<file path="src/rtl/mem_arbiter_pkg.sv">
// Shared types and constants for the byte-serial memory arbiter.
package mem_arbiter_pkg;

  typedef enum logic [1:0] {
    IDLE,
    RD,
    WR
  } state_e;

  typedef enum logic {
    OWN_IF,
    OWN_D
  } owner_e;

  localparam logic [2:0] LEN_B = 3'd1;
  localparam logic [2:0] LEN_H = 3'd2;
  localparam logic [2:0] LEN_W = 3'd4;

  localparam logic [1:0] IO_SEL_DEF = 2'b11;

  function automatic logic is_io(logic [1:0] region, logic [1:0] sel);
    return region == sel;
  endfunction

endpackage

</file>
<file path="src/rtl/mem_arbiter_if.sv">
// Request/response ports of the fetch and data requesters plus the byte-wide memory pins.
interface mem_arbiter_if;
  logic        if_req;
  logic [31:0] if_addr;
  logic        if_done;
  logic [31:0] if_data;
  logic        d_req;
  logic        d_we;
  logic [2:0]  d_len;
  logic [31:0] d_addr;
  logic [31:0] d_wdata;
  logic        d_done;
  logic [31:0] d_rdata;
  logic [1:0]  busy;
  logic [7:0]  mem_din;
  logic [7:0]  mem_dout;
  logic [31:0] mem_a;
  logic        mem_wr;

  modport slave (
    input  if_req, if_addr, d_req, d_we, d_len, d_addr, d_wdata, mem_din,
    output if_done, if_data, d_done, d_rdata, busy, mem_dout, mem_a, mem_wr
  );

  modport master (
    output if_req, if_addr, d_req, d_we, d_len, d_addr, d_wdata, mem_din,
    input  if_done, if_data, d_done, d_rdata, busy, mem_dout, mem_a, mem_wr
  );
endinterface

</file>
<file path="src/rtl/mem_byte_seq.sv">
// Byte counter, address offset and byte-lane mux/demux for a single granted access.
module mem_byte_seq (
  input  logic        clk_i,
  input  logic        rst_i,
  input  logic        clear_i,
  input  logic        step_i,
  input  logic        cap_i,
  input  logic        hold_prev_i,
  input  logic [31:0] base_i,
  input  logic [31:0] wdata_i,
  input  logic [7:0]  din_i,
  output logic [2:0]  cnt_o,
  output logic [31:0] addr_o,
  output logic [7:0]  dout_o,
  output logic [31:0] word_o
);

  logic [2:0]  cnt_q, cnt_d, prev;
  logic [31:0] buf_q, buf_d;

  assign prev = cnt_q - 3'd1;

  always_comb begin
    cnt_d = cnt_q;
    buf_d = buf_q;
    if (clear_i) begin
      cnt_d = '0;
      buf_d = '0;
    end else begin
      if (step_i) cnt_d = cnt_q + 3'd1;
      if (cap_i)  buf_d[{prev[1:0], 3'b000} +: 8] = din_i;
    end
  end

  always_ff @(posedge clk_i) begin
    if (rst_i) begin
      cnt_q <= '0;
      buf_q <= '0;
    end else begin
      cnt_q <= cnt_d;
      buf_q <= buf_d;
    end
  end

  // Re-driving the previous address keeps mem_din aligned with the byte still owed.
  assign cnt_o  = cnt_q;
  assign addr_o = base_i + {29'd0, (hold_prev_i ? prev : cnt_q)};
  assign dout_o = wdata_i[{cnt_q[1:0], 3'b000} +: 8];

  always_comb begin
    word_o = buf_q;
    if (cnt_q != '0) word_o[{prev[1:0], 3'b000} +: 8] = din_i;
  end

endmodule

</file>
<file path="src/rtl/mem_arbiter.sv">
// Arbitrates fetch vs. data onto the byte-wide memory bus, assembling words little-endian.
// Define MEM_ARBITER_ABORT_EN to let flush_in abort an in-flight fetch.
module mem_arbiter
  import mem_arbiter_pkg::*;
#(
  parameter logic [1:0] IO_SEL    = IO_SEL_DEF,
  parameter bit         DATA_PRIO = 1'b1
) (
  input  logic         clk_in,
  input  logic         rst_in,
  input  logic         rdy_in,
  input  logic         flush_in,
  input  logic         io_buffer_full,
  mem_arbiter_if.slave bus
);

  state_e      state_q, state_d;
  owner_e      owner_q, owner_d;
  logic [31:0] addr_q, addr_d, wdata_q, wdata_d;
  logic [2:0]  len_q, len_d;

  logic [2:0]  cnt;
  logic [31:0] seq_addr, word;
  logic [7:0]  seq_dout;
  logic        flush_fetch, if_ok, pick_d, pick_if, abort, io_wait;
  logic        rd_last, wr_last, rd_go, wr_go, rd_done;

`ifdef MEM_ARBITER_ABORT_EN
  assign flush_fetch = flush_in;
`else
  logic unused_flush;
  assign unused_flush = flush_in;
  assign flush_fetch  = 1'b0;
`endif

  assign if_ok   = bus.if_req && !flush_fetch;
  assign pick_d  = bus.d_req && (DATA_PRIO || !if_ok);
  assign pick_if = if_ok && !pick_d;
  assign abort   = flush_fetch && (state_q == RD) && (owner_q == OWN_IF);
  assign io_wait = is_io(addr_q[17:16], IO_SEL) && io_buffer_full;
  assign rd_last = (cnt == len_q);
  assign wr_last = (cnt == len_q - 3'd1);
  assign rd_go   = (state_q == RD) && rdy_in && !abort;
  assign wr_go   = (state_q == WR) && rdy_in && !io_wait;
  assign rd_done = rd_go && rd_last;

  mem_byte_seq u_seq (
    .clk_i       (clk_in),
    .rst_i       (rst_in),
    .clear_i     (state_d == IDLE),
    .step_i      ((rd_go && !rd_last) || (wr_go && !wr_last)),
    .cap_i       (rd_go && (cnt != '0)),
    .hold_prev_i ((state_q == RD) && (cnt != '0) && (!rdy_in || rd_last)),
    .base_i      (addr_q),
    .wdata_i     (wdata_q),
    .din_i       (bus.mem_din),
    .cnt_o       (cnt),
    .addr_o      (seq_addr),
    .dout_o      (seq_dout),
    .word_o      (word)
  );

  always_ff @(posedge clk_in) begin
    if (rst_in) begin
      state_q <= IDLE;
      owner_q <= OWN_IF;
      addr_q  <= '0;
      len_q   <= '0;
      wdata_q <= '0;
    end else begin
      state_q <= state_d;
      owner_q <= owner_d;
      addr_q  <= addr_d;
      len_q   <= len_d;
      wdata_q <= wdata_d;
    end
  end

  always_comb begin
    state_d = state_q;
    owner_d = owner_q;
    addr_d  = addr_q;
    len_d   = len_q;
    wdata_d = wdata_q;
    case (state_q)
      IDLE: begin
        if (rdy_in && pick_d) begin
          state_d = bus.d_we ? WR : RD;
          owner_d = OWN_D;
          addr_d  = bus.d_addr;
          len_d   = bus.d_len;
          wdata_d = bus.d_wdata;
        end else if (rdy_in && pick_if) begin
          state_d = RD;
          owner_d = OWN_IF;
          addr_d  = bus.if_addr;
          len_d   = LEN_W;
          wdata_d = '0;
        end
      end
      RD:      if (rdy_in && (abort || rd_last)) state_d = IDLE;
      WR:      if (wr_go && wr_last) state_d = IDLE;
      default: state_d = IDLE;
    endcase
  end

  always_comb begin
    bus.mem_a    = '0;
    bus.mem_wr   = 1'b0;
    bus.mem_dout = '0;
    if (state_q == RD) begin
      bus.mem_a = seq_addr;
    end else if (state_q == WR) begin
      bus.mem_a    = seq_addr;
      bus.mem_wr   = wr_go;
      bus.mem_dout = seq_dout;
    end
    bus.if_done = rd_done && (owner_q == OWN_IF);
    bus.d_done  = (rd_done && (owner_q == OWN_D)) || (wr_go && wr_last);
    bus.if_data = bus.if_done ? word : '0;
    bus.d_rdata = (rd_done && (owner_q == OWN_D)) ? word : '0;
    bus.busy    = {(state_q != IDLE) && (owner_q == OWN_D),
                   (state_q != IDLE) && (owner_q == OWN_IF)};
  end

endmodule
</file>
<file path="src/flat_wrapper.sv">
// flat-port wrapper written by rule: the top's interface ports become plain ports
module mem_arbiter_flat import mem_arbiter_pkg::*;
#(
  parameter logic [1:0] IO_SEL    = IO_SEL_DEF,
  parameter bit         DATA_PRIO = 1'b1
)
  (clk_in, rst_in, rdy_in, flush_in, io_buffer_full, bus_if_req, bus_if_addr, bus_d_req, bus_d_we, bus_d_len, bus_d_addr, bus_d_wdata, bus_mem_din, bus_if_done, bus_if_data, bus_d_done, bus_d_rdata, bus_busy, bus_mem_dout, bus_mem_a, bus_mem_wr);
  mem_arbiter_if bus_i ();
  input  logic clk_in;
  input  logic rst_in;
  input  logic rdy_in;
  input  logic flush_in;
  input  logic io_buffer_full;
  input wire logic [$bits(bus_i.if_req)-1:0] bus_if_req;
  input wire logic [$bits(bus_i.if_addr)-1:0] bus_if_addr;
  input wire logic [$bits(bus_i.d_req)-1:0] bus_d_req;
  input wire logic [$bits(bus_i.d_we)-1:0] bus_d_we;
  input wire logic [$bits(bus_i.d_len)-1:0] bus_d_len;
  input wire logic [$bits(bus_i.d_addr)-1:0] bus_d_addr;
  input wire logic [$bits(bus_i.d_wdata)-1:0] bus_d_wdata;
  input wire logic [$bits(bus_i.mem_din)-1:0] bus_mem_din;
  output wire logic [$bits(bus_i.if_done)-1:0] bus_if_done;
  output wire logic [$bits(bus_i.if_data)-1:0] bus_if_data;
  output wire logic [$bits(bus_i.d_done)-1:0] bus_d_done;
  output wire logic [$bits(bus_i.d_rdata)-1:0] bus_d_rdata;
  output wire logic [$bits(bus_i.busy)-1:0] bus_busy;
  output wire logic [$bits(bus_i.mem_dout)-1:0] bus_mem_dout;
  output wire logic [$bits(bus_i.mem_a)-1:0] bus_mem_a;
  output wire logic [$bits(bus_i.mem_wr)-1:0] bus_mem_wr;
  assign bus_i.if_req = bus_if_req;
  assign bus_i.if_addr = bus_if_addr;
  assign bus_i.d_req = bus_d_req;
  assign bus_i.d_we = bus_d_we;
  assign bus_i.d_len = bus_d_len;
  assign bus_i.d_addr = bus_d_addr;
  assign bus_i.d_wdata = bus_d_wdata;
  assign bus_i.mem_din = bus_mem_din;
  assign bus_if_done = bus_i.if_done;
  assign bus_if_data = bus_i.if_data;
  assign bus_d_done = bus_i.d_done;
  assign bus_d_rdata = bus_i.d_rdata;
  assign bus_busy = bus_i.busy;
  assign bus_mem_dout = bus_i.mem_dout;
  assign bus_mem_a = bus_i.mem_a;
  assign bus_mem_wr = bus_i.mem_wr;
  mem_arbiter #(.IO_SEL(IO_SEL), .DATA_PRIO(DATA_PRIO)) u_core (.clk_in(clk_in), .rst_in(rst_in), .rdy_in(rdy_in), .flush_in(flush_in), .io_buffer_full(io_buffer_full), .bus(bus_i));
endmodule
</file>
<file path="config.mk">
export PLATFORM = sky130hd
export DESIGN_NAME = mem_arbiter_flat
export DESIGN_NICKNAME = d
export VERILOG_FILES = /design/src/rtl/mem_arbiter_pkg.sv /design/src/rtl/mem_arbiter_if.sv /design/src/rtl/mem_byte_seq.sv /design/src/rtl/mem_arbiter.sv /design/src/flat_wrapper.sv
export SDC_FILE = /design/constraint.sdc
export NUM_CORES = 1
export LEC_CHECK = 0
export ABC_CLOCK_PERIOD_IN_PS = 2600
export BUFFER_PORTS_ARGS = -buffer_cell sky130_fd_sc_hd__clkbuf_2
export CAP_MARGIN = 10
export CORE_MARGIN = 5
export CORE_UTILIZATION = 47
export CTS_BUF_LIST = sky130_fd_sc_hd__clkbuf_16
export CTS_CLUSTER_DIAMETER = 200
export DETAILED_ROUTE_END_ITERATION = 7
export GPL_TIMING_DRIVEN = 0
export PLACE_DENSITY_LB_ADDON = 0.15
export SYNTH_ARGS = -nofsm -noshare
export SYNTH_HDL_FRONTEND = slang
export SYNTH_HIERARCHICAL = 1
export SYNTH_SLANG_ARGS = --single-unit
</file>
<file path="constraint.sdc">
create_clock -name clk_in -period 2.6 [get_ports clk_in]
set_input_delay 0 -clock clk_in [delete_from_list [all_inputs] [get_ports clk_in]]
set_output_delay 0 -clock clk_in [all_outputs]
set_load 0.005 [all_outputs]
</file>
# After elaboration in Yosys (flattened, before gate mapping)
# Index checks and enable logic that the tools add are counted.
[classes]
addsub = 5
eq_ne = 5
shift = 3
mux = 25
bitwise_logic = 1
reduce_logical = 34
[ops]
columns = ["op", "count"]
rows = [
  ["32-bit 2-to-1 mux", 9],
  ["32-bit by 3-bit adder with 32-bit output", 1],
  ["32-bit bitwise mux", 1],
  ["8-bit by 7-bit variable shift with 32-bit output, first input constant", 1],
  ["32-bit by 6-bit indexed part select with 8-bit output", 1],
  ["8-bit by 7-bit indexed part select with 32-bit output", 1],
  ["1-bit logical AND", 19],
  ["8-bit 2-to-1 mux", 2],
  ["2-bit 2-to-1 mux", 5],
  ["3-bit 2-to-1 mux", 3],
  ["5-bit negation with 7-bit output", 1],
  ["3-bit equality test", 2],
  ["2-bit case mux with 3 select lines", 1],
  ["3-bit by 1-bit subtractor with 3-bit output, second input constant", 2],
  ["1-bit logical NOT", 5],
  ["2-bit equality test, second input constant", 2],
  ["2-bit logical NOT", 2],
  ["1-bit 2-to-1 mux", 4],
  ["2-bit nonzero test", 2],
  ["3-bit by 1-bit adder with 3-bit output, second input constant", 1],
  ["1-bit logical OR", 3],
  ["3-bit nonzero test", 1],
  ["2-bit by 1-bit equality test with 1-bit output, second input constant", 1],
  ["2-bit AND reduction", 1],
  ["2 further kinds", 2],
]
[totals]
ff_bits = 105
in_bits = 115
elab_cells = 80

# Depth between registers and ports, before layout
[logic_depth]
depth_word = 9
depth_mapped = 13
ltp_nobuf = 12

# By module
# Netlist, hierarchy kept.
[by_module_without_submodules]
columns = ["module", "n_inst", "cells_per_inst", "area_each_um2", "seq_area_each_um2"]
rows = [
  ["mem_arbiter", 1, 459, 4031.4, 1401.3],
  ["mem_byte_seq", 1, 401, 2895.3, 700.7],
]

# Least setup slack after synthesis
# Ideal clock, no wire load.
[synth_path]
path_kind = "register to output"
start = "register u_core.u_seq.cnt_q[1], in the netlist u_core/u_seq/cnt_o[1]"
end = "output port bus_mem_a[12]"
t_arrival_ns = 2.952
slack_ns = -0.352
path_stages_with_launch = 12
n_path_buf = 1
cell_sequence = "dfxtp_1 > clkbuf_1 > inv_1 > ha_1 > a21oi_1 > inv_1 > fa_1 > nand2b_1 > a21boi_1 > nand4_1 > xnor2_1 > and2_1"
[synth_via]
elab_chain_cells = 7
[synth_rtl]
columns = ["element", "line", "rtl"]
rows = [
  ["start, declared", "mem_byte_seq.sv:18", "logic [2:0] cnt_q, cnt_d, prev;"],
  ["start signal, assigned", "mem_byte_seq.sv:40", "cnt_q <= cnt_d;"],
  ["parallel branches: the longest is 3 deep, another holds 3-bit by 1-bit subtractor with 3-bit output", "n/a", ""],
  ["3-bit 2-to-1 mux (*)", "mem_byte_seq.sv:47", "assign addr_o = base_i + {29'd0, (hold_prev_i ? prev : cnt_q)};"],
  ["32-bit by 3-bit adder with 32-bit output (*)", "mem_byte_seq.sv:47", ""],
  ["named net u_core.seq_addr[12]", "mem_arbiter.sv:23", "logic [31:0] seq_addr, word;"],
  ["32-bit 2-to-1 mux", "mem_arbiter.sv:113", "end else if (state_q == WR) begin"],
  ["32-bit 2-to-1 mux (*)", "mem_arbiter.sv:111", "if (state_q == RD) begin"],
  ["end, declared", "flat_wrapper.sv:28", "output wire logic [$bits(bus_i.mem_a)-1:0] bus_mem_a;"],
]
# Mark *: on every way through the listed nets, which the timed path passes.

# Final worst setup path
[layout_path]
start = "register u_core.state_q[0]"
end = "output port bus_mem_a[6]"
[layout_via]
elab_chain_cells = 7
[layout_rtl]
columns = ["element", "line", "rtl"]
rows = [
  ["start, declared", "mem_arbiter.sv:17", "state_e state_q, state_d;"],
  ["start signal, assigned", "mem_arbiter.sv:71", "state_q <= state_d;"],
  ["2-bit by 1-bit equality test with 1-bit output (*)", "n/a", ""],
  ["1-bit logical AND (*) (2 in a row)", "mem_arbiter.sv:53", ".hold_prev_i ((state_q == RD) && (cnt != '0) && (!rdy_in || rd_last)),"],
  ["3-bit 2-to-1 mux (*)", "mem_byte_seq.sv:47", ""],
  ["32-bit by 3-bit adder with 32-bit output (*)", "mem_byte_seq.sv:47", ""],
  ["named net u_core.seq_addr[6]", "mem_arbiter.sv:23", ""],
  ["32-bit 2-to-1 mux", "mem_arbiter.sv:113", ""],
  ["32-bit 2-to-1 mux (*)", "mem_arbiter.sv:111", ""],
]
# Mark *: on every way through the listed nets, which the timed path passes. The rest lies on a longest branch.

==> flow_summary_export.csv <==
group,metric,value,unit
layout,fillers,1218,
sta,min_period_over_period,116,%
layout,regArea,2120,sq um
route,firstDrtPassIters,5,
layout,multi_input_area,4570,sq um
layout,drive_gt1_share,34.4,%
global_routing,grt_pass1_wl,36300,um
route,viasPerCell,5.40,
layout,final_cell_mix,"218 x clkbuf_2, 124 x nand2_1, 111 x and2_1",
place,portBuffers,213,
clocking,cts_tree,"yes",
place,gp_congestion,0.897,
place,dp_hpwl,15700,um
route,antenna_left,0,
layout,final_nets,1345,
layout,area_growth,45.2,%
layout,diodes,0,
sta,layout_setup_ws,-0.410,ns
clocking,clock_latency,0.35,ns
worst_setup_path,worstPathMaxFanout,8,
clocking,h-tree-depth,3,
sta,timing.setup.tns,-9.00,ns
sta,hold_viol,0,
sta,fmax,332,MHz
global_routing,grt_pass1_vias,7207,
clocking,cts_root_buffer,"clkbuf_16",
synth,synth_top_cell_by_area,"dfxtp_1",
sta,max_slew_margin,50.4,%
die,die_area,17300,sq um
outcome,violations,"setup timing",
sta,rsz0062_at_grt,"yes",
sta,min_period,3.01,ns
power,power,3.96,mW
worst_setup_path,start_kind,"flip-flop",
synth,synth_top_area_share,30.3,%
route,wl_met3,1650,um
synth,syn-mean-instance-area,8.05,sq um
min_path,hold_class,"primary input to flip-flop",
flow_run,max_cap_violations,0,
clocking,cts_buffer_depth,2,
worst_setup_path,crit_type,"flip-flop to primary output",
sta,clock_skew,0.00834,ns
power,p_leak,4.26,nW
die,start_util,47.8,%
global_routing,grt_max_degree,17,
route,vias,7590,
worst_setup_path,end_kind,"primary output",
worst_setup_path,cp.arrival,3.01,ns
min_path,holdCritStartpoint,"rst_in",
clocking,cts_num_sinks,105,
worst_setup_path,required,2.60,ns
synth,synthCells,860,
worst_setup_path,startpoint,"u_core/state_q[0]",
worst_setup_path,rr_startpoint,"u_core/state_q[0]",
die,core_area,14500,sq um
outcome,status,"complete, but fails checks",
die,io_pins,224,
global_routing,track_usage,25.0,%
route,top_layer_used,"met4",
place,place_ws,-0.626,ns
route,drtIter0Drc,385,
sta,finalSetupViolCount,29,
sta,worstMarginPinSlew,0.744,ns
route,drc,0,
sta,drv_slew,0,
global_routing,gr-total-overflow,0,
synth,synth_seq_area_share,30.3,%
power,ir_drop,0.000394,V
synth,netlist_area,6930,sq um
place,dp.cells,1257,
synth,synth.distinct_cells,62,
die,num_rows,44,
synth,yosys_warnings,6,
clocking,cts_buffers,9,
global_routing,antenna_found_initial,0,
synth,ys_ff_latch,105,
route,met1_length,9690,um
layout,layout.cells.non_filler,1406,
die,die_y,131,um
route,wl_per_cell,16.2,um
synth,syn_nets,987,
route,dr_wl_met2,10900,um
die,die_w,131,um
route,routed_wl,22800,um
clocking,clk_pin_slew,0.07,ns
synth,synth_area_leaders,"dfxtp_1 30%, and2_1 10%, nand2_1 7.0%",
power,p_per_area,393,nW/um^2
layout,layout_commonest_cell,"clkbuf_2",
## report_power, final
part	switching, mW	internal, mW	total [mW]
combinational	0.455	0.481	0.936
clock	0.611	0.640	1.25
sequential	0.0847	1.69	1.77
## synth_stat cells (all sizes together)
library cell and count:
nand2 131, and2 111, dfxtp 105, nor2 87
nand3 59, clkbuf 45, a21oi 37, a22oi 35
xnor2 34, a311oi 32, buf 32, nand4 30
o21ai 24, inv 12, and3 11, ha 11
a31oi 9, a32oi 8, mux4 8, nor3 8
xor2 4, nand2b 3, nor2b 3, a211oi 2
a21boi 2, and4 2, nor4 2, or2 2
a21o 1, a221oi 1, and2b 1, fa 1
mux2i 1, nor3b 1, nor4b 1, o211a 1
o211ai 1, o22ai 1, xor3 1
## flip-flops by register name, summed over array words and instances, names as in the netlist
signal / flops
u_core/state_q: 2
u_core/u_seq/cnt_o: 3
u_core/addr_q: 32
u_core/len_q: 3
u_core/u_seq/buf_q: 32
u_core/owner_q: 1
u_core/wdata_q: 32
## final cells by class
type	count	area share [%]
multi-input cells	666	45.4
repair buffers	349	23.3
flip-flops and latches	105	21.1
plain buffers	75	4.84
well taps	184	2.29
clock buffers	9	2.24
inverters	12	0.523
clock inverters	6	0.373
## logic make-up (layout without fill, tap and decap cells)
logic type / Yosys count / in the layout / share of synthesized area (%)
AO/OA/AOI/OAI: 154 / 154 / 18.2
flip-flops: 105 / 105 / 30.3
XOR/XNOR: 39 / 39 / 5.65
adder cells (fa/ha/maj): 12 / 12 / 2.28
buffers and inverters: 89 / 451 / 7.01
AND/OR/NAND/NOR: 452 / 452 / 33.8
multiplexers: 9 / 9 / 2.75
## critical path, stage by stage (launching register included)
cell      delay [ns]
dfxtp_1         0.32
buf_6           0.14
nor2b_4         0.16
nand2b_1        0.09
a21oi_4         0.18
xor2_2          0.18
ha_2            0.21
inv_2           0.04
fa_2            0.34
nand2b_4        0.18
a21boi_4        0.24
buf_6           0.13
nand3_2         0.07
xnor2_1         0.15
and2_1          0.13
buf_2           0.10
## what timing repair did
item | 4_1_cts | 5_1_grt
cloned | 0 | 1
endpoints found under the hold margin | 67 | 0
hold buffers | 99 | 0
buffers inserted | 17 | 19
endpoints found under the setup margin | 125 | 123
pin swaps | 19 | 10
resized for setup | 47 | 52
## metal layers
layer	global-route usage (%)	vias up
met5	0	-
met4	8.29	0
met3	5.39	45
met2	41.6	304
met1	32.4	3531
li1	-	3710
## through the flow
stage | utilization [%] | hold slack, ns | cell area (sq um)
after floorplan | - | 0.148 | 6940
after global placement | 56.9 | 0.236 | 8240
after detailed placement | 56.9 | 0.244 | 8240
after CTS | 67.5 | 0.0768 | 9770
after global routing | 69.5 | 0.0524 | 10100
final | 69.5 | 0.0268 | 10100
## worst paths after layout
path | endpoint | slack, ns | depth (start not counted)
hold / removal | u_core/u_seq/buf_q[0] | 0.03 | 3
setup / recovery | bus_mem_a[6] | -0.41 | 15
setup reg to reg | u_core/u_seq/buf_q[24] | 0.21 | 9
hold reg to reg | u_core/u_seq/buf_q[14] | 0.46 | 2
Power figures use the tool's default switching activity.
